===== src/rtl/arb_pkg.sv =====
// Shared types, constants and helpers for the round-robin request arbiter.
package arb_pkg;

  typedef enum logic [1:0] {
    IDLE,
    GNT,
    LCK
  } arb_state_t;

  localparam logic [23:0] DIR_LSB = "LSB";
  localparam logic [23:0] DIR_MSB = "MSB";

  localparam int MODE_FIXED = 0;
  localparam int MODE_RR    = 1;

  localparam int IMPL_LOOP   = 0;
  localparam int IMPL_VECTOR = 1;
  localparam int IMPL_ADDER  = 2;

  // Sized for the widest supported requester count; callers truncate.
  function automatic logic [5:0] onehot2bin(input logic [63:0] oht);
    logic [5:0] bin;
    bin = '0;
    for (int i = 0; i < 64; i++) begin
      if (oht[i]) bin = bin | 6'(i);
    end
    return bin;
  endfunction

endpackage


===== src/rtl/pry2oht_msk.sv =====
// Combinational masked priority-to-one-hot: oht = first set bit of (req & msk)
// in DIRECTION order; zero latency, no flow control.
module pry2oht_msk
  import arb_pkg::*;
#(
  parameter int          WIDTH          = 4,
  parameter logic [23:0] DIRECTION      = "LSB",
  parameter int          IMPLEMENTATION = 0
) (
  input  logic [WIDTH-1:0] req,
  input  logic [WIDTH-1:0] msk,
  output logic [WIDTH-1:0] oht
);

  // vec/res are always in "search from bit 0 upwards" order.
  logic [WIDTH-1:0] vec;
  logic [WIDTH-1:0] res;

  if (DIRECTION == DIR_MSB) begin : g_msb
    for (genvar i = 0; i < WIDTH; i++) begin : g_rev
      assign vec[i] = req[WIDTH-1-i] & msk[WIDTH-1-i];
      assign oht[i] = res[WIDTH-1-i];
    end
  end else begin : g_lsb
    assign vec = req & msk;
    assign oht = res;
  end

  if (IMPLEMENTATION == IMPL_LOOP) begin : g_loop
    always_comb begin
      logic found;
      res   = '0;
      found = 1'b0;
      for (int i = 0; i < WIDTH; i++) begin
        if (vec[i] && !found) begin
          res[i] = 1'b1;
          found  = 1'b1;
        end
      end
    end
  end else if (IMPLEMENTATION == IMPL_VECTOR) begin : g_vector
    // Prefix-OR thermometer, then keep only its lowest edge.
    always_comb begin
      logic [WIDTH-1:0] thr;
      thr = vec;
      for (int s = 1; s < WIDTH; s = s * 2) begin
        thr = thr | (thr << s);
      end
      res = thr & ~(thr << 1);
    end
  end else if (IMPLEMENTATION == IMPL_ADDER) begin : g_adder
    assign res = vec & (~vec + WIDTH'(1));
  end else begin : g_bad_impl
    $fatal(1, "pry2oht_msk: IMPLEMENTATION must be 0, 1 or 2");
  end

endmodule


===== src/rtl/arb_rr_base.sv =====
// Registered fixed/round-robin arbiter; grant appears 1 cycle after req is sampled.
// Grant is held until gnt_rdy; back-to-back grants while gnt_rdy stays high, lck pins the grant.
module arb_rr_base
  import arb_pkg::*;
#(
  parameter int          WIDTH          = 4,
  parameter logic [23:0] DIRECTION      = "LSB",
  parameter int          MODE           = 1,
  parameter int          IMPLEMENTATION = 0
) (
  input  logic                     clk,
  input  logic                     rst_n,
  input  logic                     ena,
  input  logic [WIDTH-1:0]         req,
  input  logic                     lck,
  output logic [WIDTH-1:0]         gnt,
  output logic [$clog2(WIDTH)-1:0] gnt_idx,
  output logic                     gnt_vld,
  input  logic                     gnt_rdy
);

  localparam int IW = $clog2(WIDTH);
  localparam logic [IW-1:0] PTR_RST = (DIRECTION == DIR_MSB) ? '0 : IW'(WIDTH - 1);

  if (DIRECTION != DIR_LSB && DIRECTION != DIR_MSB) begin : g_bad_dir
    $fatal(1, "arb_rr_base: DIRECTION must be \"LSB\" or \"MSB\"");
  end
  if (MODE != MODE_FIXED && MODE != MODE_RR) begin : g_bad_mode
    $fatal(1, "arb_rr_base: MODE must be 0 or 1");
  end
  if (WIDTH < 2 || WIDTH > 64) begin : g_bad_width
    $fatal(1, "arb_rr_base: WIDTH must be in 2..64");
  end

  arb_state_t       state, state_nxt;
  logic [IW-1:0]    ptr, ptr_nxt, ptr_eff;
  logic [WIDTH-1:0] gnt_nxt;
  logic [IW-1:0]    gnt_idx_nxt;
  logic [WIDTH-1:0] msk;
  logic [WIDTH-1:0] oht_msk, oht_raw, win;
  logic             xfer;
  logic             arb;

  assign xfer    = gnt_vld & gnt_rdy;
  assign gnt_vld = (state != IDLE);

  // A transfer-cycle arbitration must already see ptr at the grant being retired.
  assign ptr_eff = gnt_vld ? gnt_idx : ptr;

  always_comb begin
    msk = '0;
    for (int i = 0; i < WIDTH; i++) begin
      if (DIRECTION == DIR_MSB) msk[i] = (IW'(i) < ptr_eff);
      else                      msk[i] = (IW'(i) > ptr_eff);
    end
  end

  pry2oht_msk #(
    .WIDTH          (WIDTH),
    .DIRECTION      (DIRECTION),
    .IMPLEMENTATION (IMPLEMENTATION)
  ) u_pry_msk (
    .req (req),
    .msk (msk),
    .oht (oht_msk)
  );

  pry2oht_msk #(
    .WIDTH          (WIDTH),
    .DIRECTION      (DIRECTION),
    .IMPLEMENTATION (IMPLEMENTATION)
  ) u_pry_raw (
    .req (req),
    .msk ({WIDTH{1'b1}}),
    .oht (oht_raw)
  );

  assign win = (MODE == MODE_RR && |oht_msk) ? oht_msk : oht_raw;

  always_comb begin
    state_nxt   = state;
    gnt_nxt     = gnt;
    gnt_idx_nxt = gnt_idx;
    ptr_nxt     = ptr;
    arb         = 1'b0;
    case (state)
      IDLE: arb = 1'b1;
      GNT, LCK: begin
        if (xfer) begin
          if (state == GNT && MODE == MODE_RR) ptr_nxt = gnt_idx;
          if (lck) state_nxt = LCK;
          else     arb       = 1'b1;
        end
      end
      default: state_nxt = IDLE;
    endcase
    if (arb) begin
      if (ena && |req) begin
        state_nxt   = GNT;
        gnt_nxt     = win;
        gnt_idx_nxt = IW'(onehot2bin(64'(win)));
      end else begin
        state_nxt   = IDLE;
        gnt_nxt     = '0;
        gnt_idx_nxt = '0;
      end
    end
  end

  always_ff @(posedge clk or negedge rst_n) begin
    if (!rst_n) begin
      state   <= IDLE;
      gnt     <= '0;
      gnt_idx <= '0;
      ptr     <= PTR_RST;
    end else begin
      state   <= state_nxt;
      gnt     <= gnt_nxt;
      gnt_idx <= gnt_idx_nxt;
      ptr     <= ptr_nxt;
    end
  end

endmodule


===== config.mk =====
export PLATFORM = sky130hd
export DESIGN_NAME = arb_rr_base
export DESIGN_NICKNAME = d
export VERILOG_FILES = /design/src/rtl/arb_pkg.sv /design/src/rtl/pry2oht_msk.sv /design/src/rtl/arb_rr_base.sv
export SDC_FILE = /design/constraint.sdc
export NUM_CORES = 1
export LEC_CHECK = 0
export BUFFER_PORTS_ARGS = -buffer_cell sky130_fd_sc_hd__buf_2
export CORE_AREA = 4 4 41 43
export DETAILED_ROUTE_END_ITERATION = 10
export DIE_AREA = 0 0 45 47
export GPL_ROUTABILITY_DRIVEN = 0
export PLACE_DENSITY = 0.68
export SLEW_MARGIN = 20
export SYNTH_ARGS = -nofsm -noshare
export SYNTH_HDL_FRONTEND = slang
export SYNTH_SLANG_ARGS = --single-unit
export TNS_END_PERCENT = 100

===== constraint.sdc =====
create_clock -name clk -period 3.4 [get_ports clk]
set_input_delay 0.17 -clock clk [delete_from_list [all_inputs] [get_ports clk]]
set_output_delay 0.17 -clock clk [all_outputs]
set_load 0.05 [all_outputs]

* Word-level counts from Yosys, hierarchy flattened
Cells that the tools add are included.
** Word-level totals
- Flip-flop bits (word level) :: 10
- Bits of input ports :: 9
- Output and inout port bits :: 7
- Logic and storage cells :: 62
** Operators by class
- $lt $le $gt $ge :: 4
- Equal/unequal tests :: 5
- Multiplexer cells :: 27
- Bitwise operators :: 2
- Reductions and logical operators :: 20
** Operators by type and width (count)
- two-way mux 1 bit :: 16
- two-way mux 2 bit :: 7
- two-way mux 4 bit :: 2
- OR reduction 4 bit :: 2
- logical AND 1 bit :: 7
- zero test 1 bit :: 6
- != test 3 bit (second input constant) :: 2
- AND reduction 3 bit :: 2
- AND 4 bit :: 1
- > comparator 1 x 2 -> 1 bit (first input constant) :: 2
- > comparator 2 bit (first input constant) :: 2
- case mux 2 bit (2 select lines) :: 1
- equality test 2 x 1 -> 1 bit (second input constant) :: 1
- equality test 2 bit (second input constant) :: 1
- zero test 2 bit :: 1
- != test 2 bit (second input constant) :: 1
- case mux 1 bit (2 select lines) :: 1
- nonzero test 2 bit :: 1
- OR reduction 2 bit :: 1
- AND 1 bit :: 1

* Logic depth before layout (Yosys ltp)
- Word-level depth :: 20
- Depth in mapped cells :: 6
- Gate-level depth less buffers :: 6

* Hierarchy
From an unflattened synthesis, not the netlist that was laid out.
** Unflattened totals
- Cells, all modules :: 72
- Area, all modules :: 691.9 um^2
** By module, submodules not included
- arb_rr_base :: instances 1, cells an instance 58, area an instance 601.8 um^2, seq. area each 252.7 um^2
- pry2oht_msk :: instances 2, cells an instance 7, area an instance 45.0 um^2, seq. area each 0.0 um^2

* Worst setup path before layout
OpenSTA, ideal clock, no wires.
- Path kind :: flip-flop to flip-flop
- Start :: register state[0]
- End :: register gnt_idx[1]
- Library setup time :: 0.104 ns
- Data arrival time :: 1.744 ns
- Required time :: 3.296 ns
- Setup slack :: 1.552 ns
- Cell stages (with the launch flop) :: 7
- Path buffers :: 0
- Period minus slack after synthesis :: 1.848 ns
- Cell sequence :: dfrtp_1 -> inv_1 -> ha_1 -> inv_2 -> a21o_2 -> or4b_4 -> o311ai_1
** Between the ends
- Longest elaborated chain between the ends :: 19
- Elaborated cells on any way between the ends :: 31
- Those cells by class :: order compare: 4; eq/ne: 2; mux: 13; bitwise: 2; reduce/logical: 10
** RTL lines
- from (decl) :: RTL line arb_rr_base.sv:35 : arb_state_t state, state_nxt;
- from (signal assigned) :: RTL line arb_rr_base.sv:117 : state <= state_nxt;
- nonzero test 2 bit (*) :: RTL line arb_rr_base.sv:45 : assign gnt_vld = (state != IDLE);
- named net gnt_vld :: RTL line arb_rr_base.sv:18 : output logic gnt_vld,
- two-way mux 2 bit :: RTL line arb_rr_base.sv:48 : assign ptr_eff = gnt_vld ? gnt_idx : ptr;
- > comparator 1 x 2 -> 1 bit :: RTL line arb_rr_base.sv:54 : else msk[i] = (IW'(i) > ptr_eff);
- AND 4 bit :: RTL line pry2oht_msk.sv:25 : assign vec = req & msk;
- two-way mux 1 bit :: RTL line pry2oht_msk.sv:35 : if (vec[i] && !found) begin
- zero test 1 bit :: RTL line pry2oht_msk.sv:35
- logical AND 1 bit :: RTL line pry2oht_msk.sv:35
- [... 3 more ...]
- two-way mux 1 bit :: RTL line pry2oht_msk.sv:35
- zero test 1 bit :: RTL line pry2oht_msk.sv:35
- logical AND 1 bit :: RTL line pry2oht_msk.sv:35
- two-way mux 1 bit :: RTL line pry2oht_msk.sv:35
- OR reduction 4 bit :: RTL line arb_rr_base.sv:78 : assign win = (MODE == MODE_RR && |oht_msk) ? oht_msk : oht_raw;
- two-way mux 4 bit :: RTL line arb_rr_base.sv:78
- two-way mux 2 bit (2 in series) :: RTL line arb_pkg.sv:25 : if (oht[i]) bin = bin | 6'(i);
- two-way mux 2 bit :: RTL line arb_rr_base.sv:98 : if (ena && |req) begin
- to (signal assigned) :: RTL line arb_rr_base.sv:119 : gnt_idx <= gnt_idx_nxt;
- to (decl) :: RTL line arb_rr_base.sv:17 : output logic [$clog2(WIDTH)-1:0] gnt_idx,
Mark *: on every way through the listed nets, which the timed path passes. The rest lies on a longest branch.
A chain may end at the register's enable or synchronous reset.

* Final worst setup path
- Start :: register state[0]
- End :: register gnt_idx[1]
** Between the ends
- Longest elaborated chain between the ends :: 19
- Elaborated cells on any way between the ends :: 31
- Those cells by class :: order compare: 4; eq/ne: 2; mux: 13; bitwise: 2; reduce/logical: 10
** RTL lines (RTL line)
- nonzero test 2 bit :: arb_rr_base.sv:45
- two-way mux 2 bit :: arb_rr_base.sv:48
- > comparator 1 x 2 -> 1 bit :: arb_rr_base.sv:54
- AND 4 bit :: pry2oht_msk.sv:25
- two-way mux 1 bit :: pry2oht_msk.sv:35
- zero test 1 bit :: pry2oht_msk.sv:35
- logical AND 1 bit :: pry2oht_msk.sv:35
- two-way mux 1 bit :: pry2oht_msk.sv:35
- [... 2 more ...]
- two-way mux 1 bit :: pry2oht_msk.sv:35
- zero test 1 bit :: pry2oht_msk.sv:35
- logical AND 1 bit :: pry2oht_msk.sv:35
- two-way mux 1 bit :: pry2oht_msk.sv:35
- OR reduction 4 bit :: arb_rr_base.sv:78
- two-way mux 4 bit :: arb_rr_base.sv:78
- two-way mux 2 bit (2 in series) :: arb_pkg.sv:25
- two-way mux 2 bit :: arb_rr_base.sv:98
Several ways; a longest one is shown, not always the timed one.

==> qor.yml <==
layout-drive-gt1-share_pct: 31.3
syn_area_um2: 574
cts_tree: "yes"
core_area_um2: 1300
nFillCells: 123
die-height_um: 47
via_count: 531
crit_family: "simple AND/OR/NAND/NOR gates"
path_buf_inv: 1
grt_overflow_total: 0
fin_crit_sh_pct: 56.8
required_ns: 3.56
finalNonFillerCells: 95
syn_inst: 60
critPathArrivalTime_ns: 2.09
crit_slowest_cell: "or4b_4"
clkPwrFrac_pct: 11.7
switching_share_pct: 50.8
antenna_cells: 0
drt-pass1-iter-count: 4
syn_nets: 72
critPathCaptureType: "register"
holdWs_ns: 0.183
cts_num_sinks: 10
placementRows: 13
grt_start_max_net_pins: 11
synthToLayoutAreaGrowth_pct: 22.7
crit_fanout: 7
r2r_setup_slack_ns: 1.47
post-route-util_pct: 54.1
start_util_pct: 44.1
ant_nets: 0
ys_seq_elements: 10
cts_buffers: 3
max_slew_margin_pct: 76.5
synth_seq_area_share_pct: 44.0
final.setup.tns_ns: 0
outcome: "completed"
ys_warn_count: 0
cts_buffer_depth: 2
power.net_switching_mw: 0.369
hold_viol: 0
grt_pass1_wl_um: 2260
rsz0062_at_grt: "no"
cts_root_buffer: "clkbuf_4"
cp_cell_sequence: "inv_1, ha_1, nor3b_1, o21a_1, or4b_4, o311ai_1"
setup_viol: 0
drt_iter0_markers: 22
die_x_um: 45
grt_pass1_vias: 499
worstMarginPinSlew_ns: 0.352
crit_type: "reg -> reg"
cap_violations: 0
hold_class: "in -> reg"
drt_wl_total_um: 1350
routed_via_density: 5.59
p_int_mw: 0.357
antenna_found_initial: 0
finalWorstPathRequiredPeriod_ns: 1.93
cts.htree.levels: 1
wl_per_cell_um: 14.2
p_leak_nw: 0.346
dp_cells: 90
seq_power_share_pct: 29.2
die_area_um2: 2120
drv_slew: 0
combPwrFrac_pct: 59.1
multi_input_area_um2: 307
port_buffers: 15
startpoint_type: "register"
irDropWorstVdd_v: 0.000660
area.sequential_um2: 253
drc: 0
pin_count: 16
clk_latency_ns: 0.26
grt_usage_pct: 15.2
synth_cell_types: 24
fin_nets: 93
power.total_mw: 0.726
dp.final_hpwl_um: 1020
avgSynthCellArea_um2: 9.57
skew_ns: 0.00145
p_per_area_nw_per_um2: 1030
critPathMaxStageDelay_ns: 0.57
clock.fmax_ghz: 0.517
clkTransAtPathRegs_ns: 0.06
power groups by stage:
| stage | Combinational (mW) | Sequential [mW] | Clock [mW] |
|---|---|---|---|
| after CTS | 0.430 | 0.213 | 0.0876 |
| after detailed placement | 0.424 | 0.215 | 0 |
| after global routing | 0.472 | 0.221 | 0.0953 |
| after floorplan | 0.254 | 0.286 | 0 |
| final | 0.429 | 0.212 | 0.0846 |
| after global placement | 0.425 | 0.211 | 0 |
metrics by stage:
stage | setup slack [ns] | area, µm²
floorplan | 1.55 | 574
global placement | 1.53 | 668
detailed placement | 1.49 | 668
CTS | 1.47 | 704
global route | 1.34 | 704
finish | 1.47 | 704
cell usage in the layout (no fill, tap or decap), types with 2 or more instances in the layout:
cell type  count
dfrtp_1        8
dfstp_2        2
nand3_1        5
nand3b_1       2
ha_1           3
mux2_2         2
nor3b_1        2
mux2i_1        2
nor3_1         2
a21oi_1        4
buf_2         15
inv_1          3
clkbuf_4       3
o31ai_1        3
nand2_1       11
worst min-delay path: stages:
cell and delay [ns]:
buf_2 0.11, nand2_1 0.05, o31ai_1 0.07
kinds of logic (layout without fill, tap and decap cells):
logic type,Yosys count,count (layout),share of synthesized area [%]
AO/OA/AOI/OAI,14,14,16.8
adder cells (fa/ha/maj),3,3,6.54
buffers and inverters,4,24,2.61
flip-flops,10,10,44.0
multiplexers,4,4,7.41
AND/OR/NAND/NOR,25,25,22.7
cell type report:
cell class / count / share of cell area (%)
Sequential cell: 10 / 35.9
Timing Repair Buffer: 16 / 12.1
Multi-Input combinational cell: 46 / 43.5
Inverter: 4 / 2.13
Tap cell: 15 / 2.66
Clock buffer: 4 / 3.73
sequential cells by signal, summed over array words and instances (netlist names):
register and cells:
gnt 4, gnt_idx 2, ptr 2, state 2
metal layers:
layer	track usage [%]	vias up	part of all wire, %
met5	0	-	0
met4	5.26	0	1.3
met3	5.36	2	5.9
met2	24.6	23	48
met1	18.9	244	44
li1	-	262	-
cell usage after synthesis:
master | number | area, µm²
nand2_1 | 11 | 41.3
dfrtp_1 | 8 | 200
nand3_1 | 5 | 25.0
a21oi_1 | 4 | 20.0
ha_1 | 3 | 37.5
inv_1 | 3 | 11.3
o31ai_1 | 3 | 22.5
dfstp_2 | 2 | 52.6
mux2_2 | 2 | 22.5
mux2i_1 | 2 | 20.0
nand3b_1 | 2 | 15.0
nor3_1 | 2 | 10.0
nor3b_1 | 2 | 15.0
a21boi_0 | 1 | 7.51
a21o_2 | 1 | 8.76
a41oi_1 | 1 | 8.76
inv_2 | 1 | 3.75
nand2b_1 | 1 | 6.26
nor2_1 | 1 | 3.75
o211ai_1 | 1 | 7.51
o21a_1 | 1 | 7.51
o21ai_0 | 1 | 5.00
o311ai_1 | 1 | 8.76
or4b_4 | 1 | 13.8
path summary, 6_finish.rpt:
| kind | from | endpoint | depth (start not counted) |
|---|---|---|---|
| setup / recovery | state[0]$_DFFE_PN0P_ | gnt_idx[1]$_DFFE_PN0P_ | 6 |
| setup reg to reg | state[0]$_DFFE_PN0P_ | gnt_idx[1]$_DFFE_PN0P_ | 6 |
| hold reg to reg | gnt[0]$_DFFE_PN0P_ | gnt[0]$_DFFE_PN0P_ | 2 |
| max in group asynchronous | rst_n | ptr[0]$_DFFE_PN1P_ | 2 |
| hold / removal | ena | gnt[0]$_DFFE_PN0P_ | 3 |
| min in group asynchronous | rst_n | gnt[3]$_DFFE_PN0P_ | 2 |
timing repair:
item                                    CTS  global route
hold endpoints to repair                 10             0
buffers inserted                          0             0
resized for setup                         0             0
hold buffers                              1             0
endpoints found under the setup margin    0             0
Power figures use the tool's default switching activity.
